## src/rtl/tof_pkg.sv

```systemverilog
// Shared types and default timing constants for the ultrasonic time-of-flight controller.
package tof_pkg;

  typedef enum logic [2:0] {
    IDLE,
    BURST,
    BLANK,
    LISTEN,
    DONE
  } tof_state_e;

  localparam int unsigned DEF_CNT_W          = 20;
  localparam int unsigned DEF_BURST_CYCLES   = 800;
  localparam int unsigned DEF_BLANK_CYCLES   = 4800;
  localparam int unsigned DEF_TIMEOUT_CYCLES = 576000;
  localparam int unsigned DEF_DEB_LEN        = 3;

  // Cycles from the first edge sampling echo high to the qualified detect.
  function automatic int unsigned echo_lat(input int unsigned deb_len);
    return 2 + deb_len;
  endfunction

endpackage

```

## src/rtl/tof_capture_echo.sv

```systemverilog
// echo_qualifier: 2-flop synchronizer plus saturating debounce; level and first-reach edge outputs.
module echo_qualifier #(
  parameter int unsigned DEB_LEN = 3
) (
  input  logic gclk,
  input  logic rstn,
  input  logic echo_i,
  output logic lvl_o,
  output logic det_o
);

  localparam int unsigned DEB_W = $clog2(DEB_LEN + 1);

  logic             sync1_q, sync2_q;
  logic [DEB_W-1:0] deb_q, deb_d;
  logic             det_q;

  always_comb begin
    deb_d = deb_q;
    if (!sync2_q)
      deb_d = '0;
    else if (deb_q < DEB_W'(DEB_LEN))
      deb_d = deb_q + 1'b1;
  end

  always_ff @(posedge gclk or negedge rstn) begin
    if (!rstn) begin
      sync1_q <= 1'b0;
      sync2_q <= 1'b0;
      deb_q   <= '0;
      det_q   <= 1'b0;
    end else begin
      sync1_q <= echo_i;
      sync2_q <= sync1_q;
      deb_q   <= deb_d;
      det_q   <= sync2_q && (deb_q == DEB_W'(DEB_LEN - 1));
    end
  end

  assign lvl_o = (deb_q == DEB_W'(DEB_LEN));
  assign det_o = det_q;

endmodule

```

## src/rtl/tof_capture.sv

```systemverilog
// Ultrasonic ranging controller: burst, ring-down blank, then time the first qualified echo.
// Optional build macro TOF_LAT_COMP_EN removes the echo path latency from captured results.
module tof_capture
  import tof_pkg::*;
#(
  parameter int unsigned CNT_W          = DEF_CNT_W,
  parameter int unsigned BURST_CYCLES   = DEF_BURST_CYCLES,
  parameter int unsigned BLANK_CYCLES   = DEF_BLANK_CYCLES,
  parameter int unsigned TIMEOUT_CYCLES = DEF_TIMEOUT_CYCLES,
  parameter int unsigned DEB_LEN        = DEF_DEB_LEN
) (
  input  logic             gclk,
  input  logic             rstn,
  input  logic             start,
  input  logic             abort,
  input  logic             echo_in,
  output logic             burst_en,
  output logic             busy,
  output logic [CNT_W-1:0] tof,
  output logic             timeout,
  output logic             tof_valid
);

  localparam int unsigned ECHO_LAT = echo_lat(DEB_LEN);

  if (TIMEOUT_CYCLES >= (64'd1 << CNT_W)) begin : g_bad_timeout
    $error("TIMEOUT_CYCLES must be below 2**CNT_W");
  end

  tof_state_e       state_q, state_d;
  logic [CNT_W-1:0] cnt_q, cnt_d;
  logic [CNT_W-1:0] tof_q, tof_d;
  logic [CNT_W-1:0] cap;
  logic             burst_q, burst_d;
  logic             to_q, to_d;
  logic             echo_lvl, echo_det;

  echo_qualifier #(.DEB_LEN(DEB_LEN)) u_echo (
    .gclk   (gclk),
    .rstn   (rstn),
    .echo_i (echo_in),
    .lvl_o  (echo_lvl),
    .det_o  (echo_det)
  );

`ifdef TOF_LAT_COMP_EN
  assign cap = (cnt_q >= CNT_W'(ECHO_LAT)) ? cnt_q - CNT_W'(ECHO_LAT) : '0;
`else
  assign cap = cnt_q;
`endif

  always_comb begin
    state_d = state_q;
    cnt_d   = cnt_q;
    burst_d = burst_q;
    tof_d   = tof_q;
    to_d    = to_q;
    if (abort && state_q != IDLE) begin
      state_d = IDLE;
      burst_d = 1'b0;
    end else begin
      unique case (state_q)
        IDLE: if (start) begin
          state_d = BURST;
          cnt_d   = '0;
          burst_d = 1'b1;
        end
        BURST: begin
          cnt_d = cnt_q + 1'b1;
          if (cnt_q == CNT_W'(BURST_CYCLES - 1)) begin
            state_d = BLANK;
            burst_d = 1'b0;
          end
        end
        BLANK: begin
          cnt_d = cnt_q + 1'b1;
          if (cnt_q == CNT_W'(BURST_CYCLES + BLANK_CYCLES - 1))
            state_d = LISTEN;
        end
        LISTEN: begin
          cnt_d = cnt_q + 1'b1;
          // Level covers an echo already qualified during blanking; edge covers fresh ones.
          if (echo_lvl || echo_det) begin
            state_d = DONE;
            tof_d   = cap;
            to_d    = 1'b0;
          end else if (cnt_q == CNT_W'(TIMEOUT_CYCLES - 1)) begin
            state_d = DONE;
            tof_d   = CNT_W'(TIMEOUT_CYCLES);
            to_d    = 1'b1;
          end
        end
        DONE:    state_d = IDLE;
        default: state_d = IDLE;
      endcase
    end
  end

  always_ff @(posedge gclk or negedge rstn) begin
    if (!rstn) begin
      state_q <= IDLE;
      cnt_q   <= '0;
      burst_q <= 1'b0;
      tof_q   <= '0;
      to_q    <= 1'b0;
    end else begin
      state_q <= state_d;
      cnt_q   <= cnt_d;
      burst_q <= burst_d;
      tof_q   <= tof_d;
      to_q    <= to_d;
    end
  end

  assign burst_en  = burst_q;
  assign busy      = (state_q != IDLE);
  assign tof       = tof_q;
  assign timeout   = to_q;
  assign tof_valid = (state_q == DONE);

endmodule

```

## config.mk

```make
export PLATFORM = sky130hd
export DESIGN_NAME = tof_capture
export DESIGN_NICKNAME = d
export VERILOG_FILES = /design/src/rtl/tof_pkg.sv /design/src/rtl/tof_capture_echo.sv /design/src/rtl/tof_capture.sv
export SDC_FILE = /design/constraint.sdc
export NUM_CORES = 1
export LEC_CHECK = 0
export CELL_PAD_IN_SITES_DETAIL_PLACEMENT = 1
export CELL_PAD_IN_SITES_GLOBAL_PLACEMENT = 2
export CORE_UTILIZATION = 33
export CTS_CLUSTER_DIAMETER = 150
export DETAILED_ROUTE_END_ITERATION = 10
export GPL_ROUTABILITY_DRIVEN = 0
export PLACE_DENSITY = 0.79
export SYNTH_ARGS = -nofsm -noshare
export SYNTH_HDL_FRONTEND = slang
export SYNTH_SLANG_ARGS = --single-unit
```

## constraint.sdc

```tcl
create_clock -name gclk -period 2.1 [get_ports gclk]
set_clock_uncertainty 0.2 [all_clocks]
set_input_delay 0.21 -clock gclk [delete_from_list [all_inputs] [get_ports gclk]]
set_output_delay 0.21 -clock gclk [all_outputs]
set_load 0.02 [all_outputs]
```

-- Word level (Yosys, flattened, before mapping)
Cells that the tools add are included.
- bits in registers: 50
- bits of input ports: 5
- output and inout bits: 24
- add/subtract/negate cells: 2
- magnitude comparators: 1
- eq/ne operators: 15
- muxes and demuxes: 19
- bitwise operators: 1
- reduce and logical (&&, ||, !) cells: 13
- operators by type and width (cell ; count):
    $mux W20 ; 3
    $pmux W20 S2 ; 1
    $add A20 B1 Y20 const B ; 1
    $eq A20 B10 Y1 const B ; 1
    $eq A20 B13 Y1 const B ; 1
    $eq A20 B20 Y1 const B ; 1
    $mux W3 ; 6
    $pmux W3 S4 ; 1
    $ne A3 B3 Y1 const B ; 3
    $reduce_and A3 Y1 ; 3
    $eq A3 B2 Y1 const B ; 2
    $reduce_bool A3 Y1 ; 2
    $mux W1 ; 5
    $eq A2 B2 Y1 const B ; 2
    $mux W2 ; 2
    $ne A2 B2 Y1 const B ; 2
    $ne A4 B4 Y1 const B ; 1
    $reduce_and A4 Y1 ; 1
    $reduce_bool A2 Y1 ; 2
    $eq A3 B1 Y1 const B ; 1
    $eq A3 B3 Y1 const B ; 1
    $logic_not A3 Y1 ; 1
    $reduce_or A3 Y1 ; 1
    $add A2 B1 Y2 const B ; 1
    other kinds (5) ; 6

-- Depth between registers and ports, before layout
Gate-level depths: netlist (run 1).
- depth after elaboration: 5
- mapped depth: 7

-- Cells and area by module
Synthesis (run 1) repeated with hierarchy kept, for this count alone.
- cells, all modules: 206
- area total of the unflattened synthesis: 2341.0 um^2
- by module, submodules not included (module ; instances ; cells each ; area each (um^2)):
    tof_capture ; 1 ; 192 ; 2144.6
    echo_qualifier ; 1 ; 14 ; 196.4

-- Worst setup path after synthesis (run 1)
No wires, ideal clock.
- path kind: reg-to-reg
- from: register cnt_q[0] (netlist: cap[0])
- to: register tof_q[12] (netlist: tof[12])
- arrival time: 1778 ps
- required time: 1774 ps
- slack: -4 ps
- stages on the path, launching flop included: 7
- buffers on the path: 1
- cells stage by stage: dfrtp_1 -> ha_1 -> nor3b_1 -> and4_1 -> a21oi_1 -> buf_6 -> a221o_1
- cells in the longest elaborated chain, start to end: 3
- ends and longest elaborated chain (item ; line ; source):
    start, declared ; tof_capture.sv:31 ; logic [CNT_W-1:0] cnt_q, cnt_d;
    start signal, assigned ; tof_capture.sv:108 ; cnt_q <= cnt_d;
    $eq A20 B20 Y1 ; tof_capture.sv:87 ; end else if (cnt_q == CNT_W'(TIMEOUT_CYCLES - 1)) begin
    $reduce_bool A2 Y1 (no line) ; - ;
    $reduce_and A3 Y1 (no line) ; - ;
    end signal, assigned ; tof_capture.sv:110 ; tof_q <= tof_d;
    end, declared ; tof_capture.sv:32 ; logic [CNT_W-1:0] tof_q, tof_d;
No other way between the ends.
A chain may end at the register's enable or synchronous reset.

-- Final worst setup path (run 1)
- from: register cnt_q[0] (netlist: cap[0])
- to: register tof_q[4] (netlist: tof[4])
The elaborated chain is that of the path after synthesis.

==> results of run 1 <==
[metrics by stage]
step / util [%] / TNS [ps] / hold slack, ps / cell area [sq um] / total power, mW
after floorplan: - / 0 / -286 / 2730 / 1.34
after global placement: 43.1 / -49.9 / 22.6 / 3380 / 1.58
after global routing: 45.1 / 0 / 133 / 3540 / 2.42
after detailed placement: 43.1 / -255 / 21.2 / 3380 / 1.61
after CTS: 44.6 / 0 / 124 / 3500 / 2.31
final: 45.1 / 0 / 131 / 3540 / 2.32
[power by group through the flow]
stage                     Clock, mW  Combinational, mW  Sequential [mW]
after floorplan                   0              0.259             1.08
after global placement            0              0.497             1.08
after detailed placement          0              0.517             1.09
after CTS                     0.713              0.525             1.07
after global routing          0.742              0.590             1.08
final                         0.699              0.544             1.07
[cells by family (layout without fill, tap and decap cells)]
family,Yosys count,after routing,synth area share [%]
buffers and inverters,30,96,5.60
multiplexers,2,2,0.734
XOR/XNOR,1,1,0.321
AO/OA/AOI/OAI,83,83,21.7
flip-flops,50,50,45.9
adder cells (fa/ha/maj),4,4,1.84
AND/OR/NAND/NOR,104,104,23.9
[worst paths after layout]
kind                                                     to  slack [ps]
worst max-delay path                     tof[4]$_DFFE_PN0P_          90
worst min-delay path               u_echo.sync1_q$_DFF_PN0_         130
worst max register to register           tof[4]$_DFFE_PN0P_          90
worst min register to register     u_echo.sync2_q$_DFF_PN0_         160
max in group asynchronous                cap[0]$_DFFE_PN0P_         920
min in group asynchronous       u_echo.deb_q[0]$_DFFE_PN0P_         210
[timing repair]
action                                 4_1_cts  5_1_grt
setup endpoints to repair                    3       20
resized for setup                            3        6
pin swaps                                    0        1
hold buffers                                 1        0
buffers inserted                             0        2
endpoints found under the hold margin       19        0
[flip-flops by register name (all words and copies together), names as in the netlist]
| name | flops |
|---|---|
| tof | 20 |
| timeout | 1 |
| state_q | 3 |
| u_echo.sync2_q | 1 |
| u_echo.sync1_q | 1 |
| u_echo.det_o | 1 |
| burst_en | 1 |
| cap | 20 |
| u_echo.deb_q | 2 |
[Yosys cell counts (all sizes together) (2+ instances only)]
library cell	count	area, sq um
nand4	7	43.8
and4b	2	20.0
o21ai	15	75.1
nor3b	3	27.5
o31ai	8	60.1
o21ba	2	20.0
ha	4	50.1
o22ai	5	31.3
inv	11	41.3
a221o	15	150
nor2b	17	106
or4	7	52.6
o211ai	4	30.0
buf	15	95.1
nand2	18	67.6
nor3	3	15.0
or3	2	12.5
mux2i	2	20.0
o41ai	3	26.3
and2	4	25.0
nand2b	2	12.5
clkbuf	4	16.3
and3	4	25.0
nor4	6	58.8
dfrtp	50	1250
and4	4	35.0
nor2	11	43.8
o21bai	2	15.0
nand3	8	52.6
a21oi	17	85.1
o21a	3	22.5
a31oi	3	18.8
[cell type report]
| class | instances | area, sq um | share of cell area [%] |
|---|---|---|---|
| multi-input combinational | 194 | 1350 | 38.1 |
| sequential | 50 | 1250 | 35.4 |
| timing repair buffer | 77 | 659 | 18.6 |
| tap | 102 | 128 | 3.61 |
| clock buffer | 7 | 76.3 | 2.16 |
| inverter | 11 | 41.3 | 1.17 |
| clock inverter | 1 | 30.0 | 0.849 |
[layer usage]
| metal | vias up | global-route usage (%) |
|---|---|---|
| li1 | 1164 | - |
| met1 | 1279 | 29.7 |
| met2 | 38 | 32.4 |
| met3 | 10 | 2.87 |
| met4 | 0 | 6.03 |
| met5 | - | 0 |
[worst max-delay path, delay by kind of cell, from the launching register on]
family	cells	cell delay (ps)
buffers and inverters	1	190
flip-flops	1	430
AND/OR/NAND/NOR	2	490
adder cells (fa/ha/maj)	1	180
AO/OA/AOI/OAI	2	410
==> impl_metrics.tcl, run 1 <==
set metrics [dict create \
    combPwrFrac_pct 23.5 \
    met3_length_um 223 \
    hold_depth 1 \
    avgSynthCellArea_sq_um 9.95 \
    cp_max_fo 7 \
    grt_usage_pct 20.7 \
    switching_share_pct 30.4 \
    layout_common_cells "dfrtp_1 (48), buf_4 (47), clkdlybuf4s50_1 (25)" \
    die_area_sq_mm 0.00863 \
    synth_area_sq_mm 0.00273 \
    antenna_left 0 \
    synth-main-ff-cell "dfrtp_1" \
    seq_power_share_pct 46.4 \
    arrival_ps 2010 \
    dp_cells 431 \
    startpoint "cap[0]$_DFFE_PN0P_" \
    grt_overflow 0 \
    pin_count 29 \
    drcViolationCount 0 \
    h-tree-depth 2 \
    drt_pass1_iterations 4 \
    drive_gt1_share_pct 21.2 \
    drv_cap 0 \
    power.leakage_nw 1.45 \
    port_buffers 28 \
    synthArstFlopShare_pct 100 \
    syn-num-nets 283 \
    crit_path_max_incr_delay_ps 430 \
    syn2layout_area_growth_pct 29.7 \
    antenna_found_initial 0 \
    p_sw_mw 0.704 \
    synth-edff-count 0 \
    p_int_mw 1.61 \
    post-place-ws_ps -60.9 \
    slowest_stage "dfrtp_2" \
    die_x_um 92.9 \
    fmax_mhz 499 \
    ys_ff_latch 50 \
    outcome "finished, final reports clean" \
    setup_ws_ps 94.4 \
    vdd_drop_max_v 0.000328 \
    clockPowerShare_pct 30.1 \
    synth.distinct_cells 55 \
    syn_inst 274 \
    numCtsBuffers 5 \
    worst_slew_pin_slew_ps 553 \
    cts_tree "built" \
    hold_class "in -> reg" \
    worst_r2r_startpoint "cap[0]$_DFFE_PN0P_" \
    drt-wirelength-per-cell_um 18.8 \
    setup_viol 0 \
    clk_latency_ps 310 \
    vias 2491 \
    coreArea_sq_mm 0.00785 \
    clockRootBuffer "clkbuf_8" \
    start_util_pct 34.7 \
    yosysWarnings 0 \
    slew_violations 0 \
    grt_pass1_vias 2599 \
    required_ps 2100 \
    final_nets 348 \
    fin_cells 442 \
    post-dp-hpwl_um 6140 \
    cts_sinks 50 \
    hold_viol 0 \
    fp-row-count 32 \
    layout.cells.most_common "dfrtp_1" \
    met2_length_um 3800 \
    viasPerCell 5.64 \
    clk_pin_slew_ps 90 \
    crit_path_cell_trace "ha_1, nor3b_4, and4_4, a21oi_1, buf_4, a221o_1" \
    reg2reg_depth 6 \
    period_share_pct 95.5 \
    wl_met1_um 4180 \
    drt_iter0_markers 136 \
    timing.slew.headroom_pct 63.1 \
    rsz0062_at_grt "false" \
    min_from "echo_in" \
    diodes 0 \
    die_y_um 92.9 \
    grt_pass1_wl_um 13800 \
    crit_type "reg -> reg" \
    ctsLongestPathBuffers 2 \
    cellPowerDensity_mw_per_mm2 655 \
    startpoint_type "register" \
    routed_wl_um 8330 \
    fin_crit_ps 2010 \
    synth-seq-area-share_pct 45.9 \
    routed.top_layer "met4" \
    end_kind "register" \
    grt_max_degree 22 \
    fill_cells 937 \
]
No activity file was read; power rests on OpenSTA's default activity.
==> inputs of run 2 (changes only) <==
--- a/config.mk
+++ b/config.mk
@@ -5,6 +5,7 @@
 export SDC_FILE = /design/constraint.sdc
 export NUM_CORES = 1
 export LEC_CHECK = 0
+export ABC_CLOCK_PERIOD_IN_PS = 2100
 export CELL_PAD_IN_SITES_DETAIL_PLACEMENT = 1
 export CELL_PAD_IN_SITES_GLOBAL_PLACEMENT = 2
 export CORE_UTILIZATION = 33
==> results of run 2 <==
Final layout, timing and power as in run 1 (identical DEF).
==> inputs of run 3 (changes only) <==
--- a/config.mk
+++ b/config.mk
@@ -12,6 +12,7 @@
 export CTS_CLUSTER_DIAMETER = 150
 export DETAILED_ROUTE_END_ITERATION = 10
 export GPL_ROUTABILITY_DRIVEN = 0
+export HOLD_SLACK_MARGIN = 0.06
 export PLACE_DENSITY = 0.79
 export SYNTH_ARGS = -nofsm -noshare
 export SYNTH_HDL_FRONTEND = slang
==> results of run 3 <==
Final layout, timing and power as in run 1 (identical DEF).
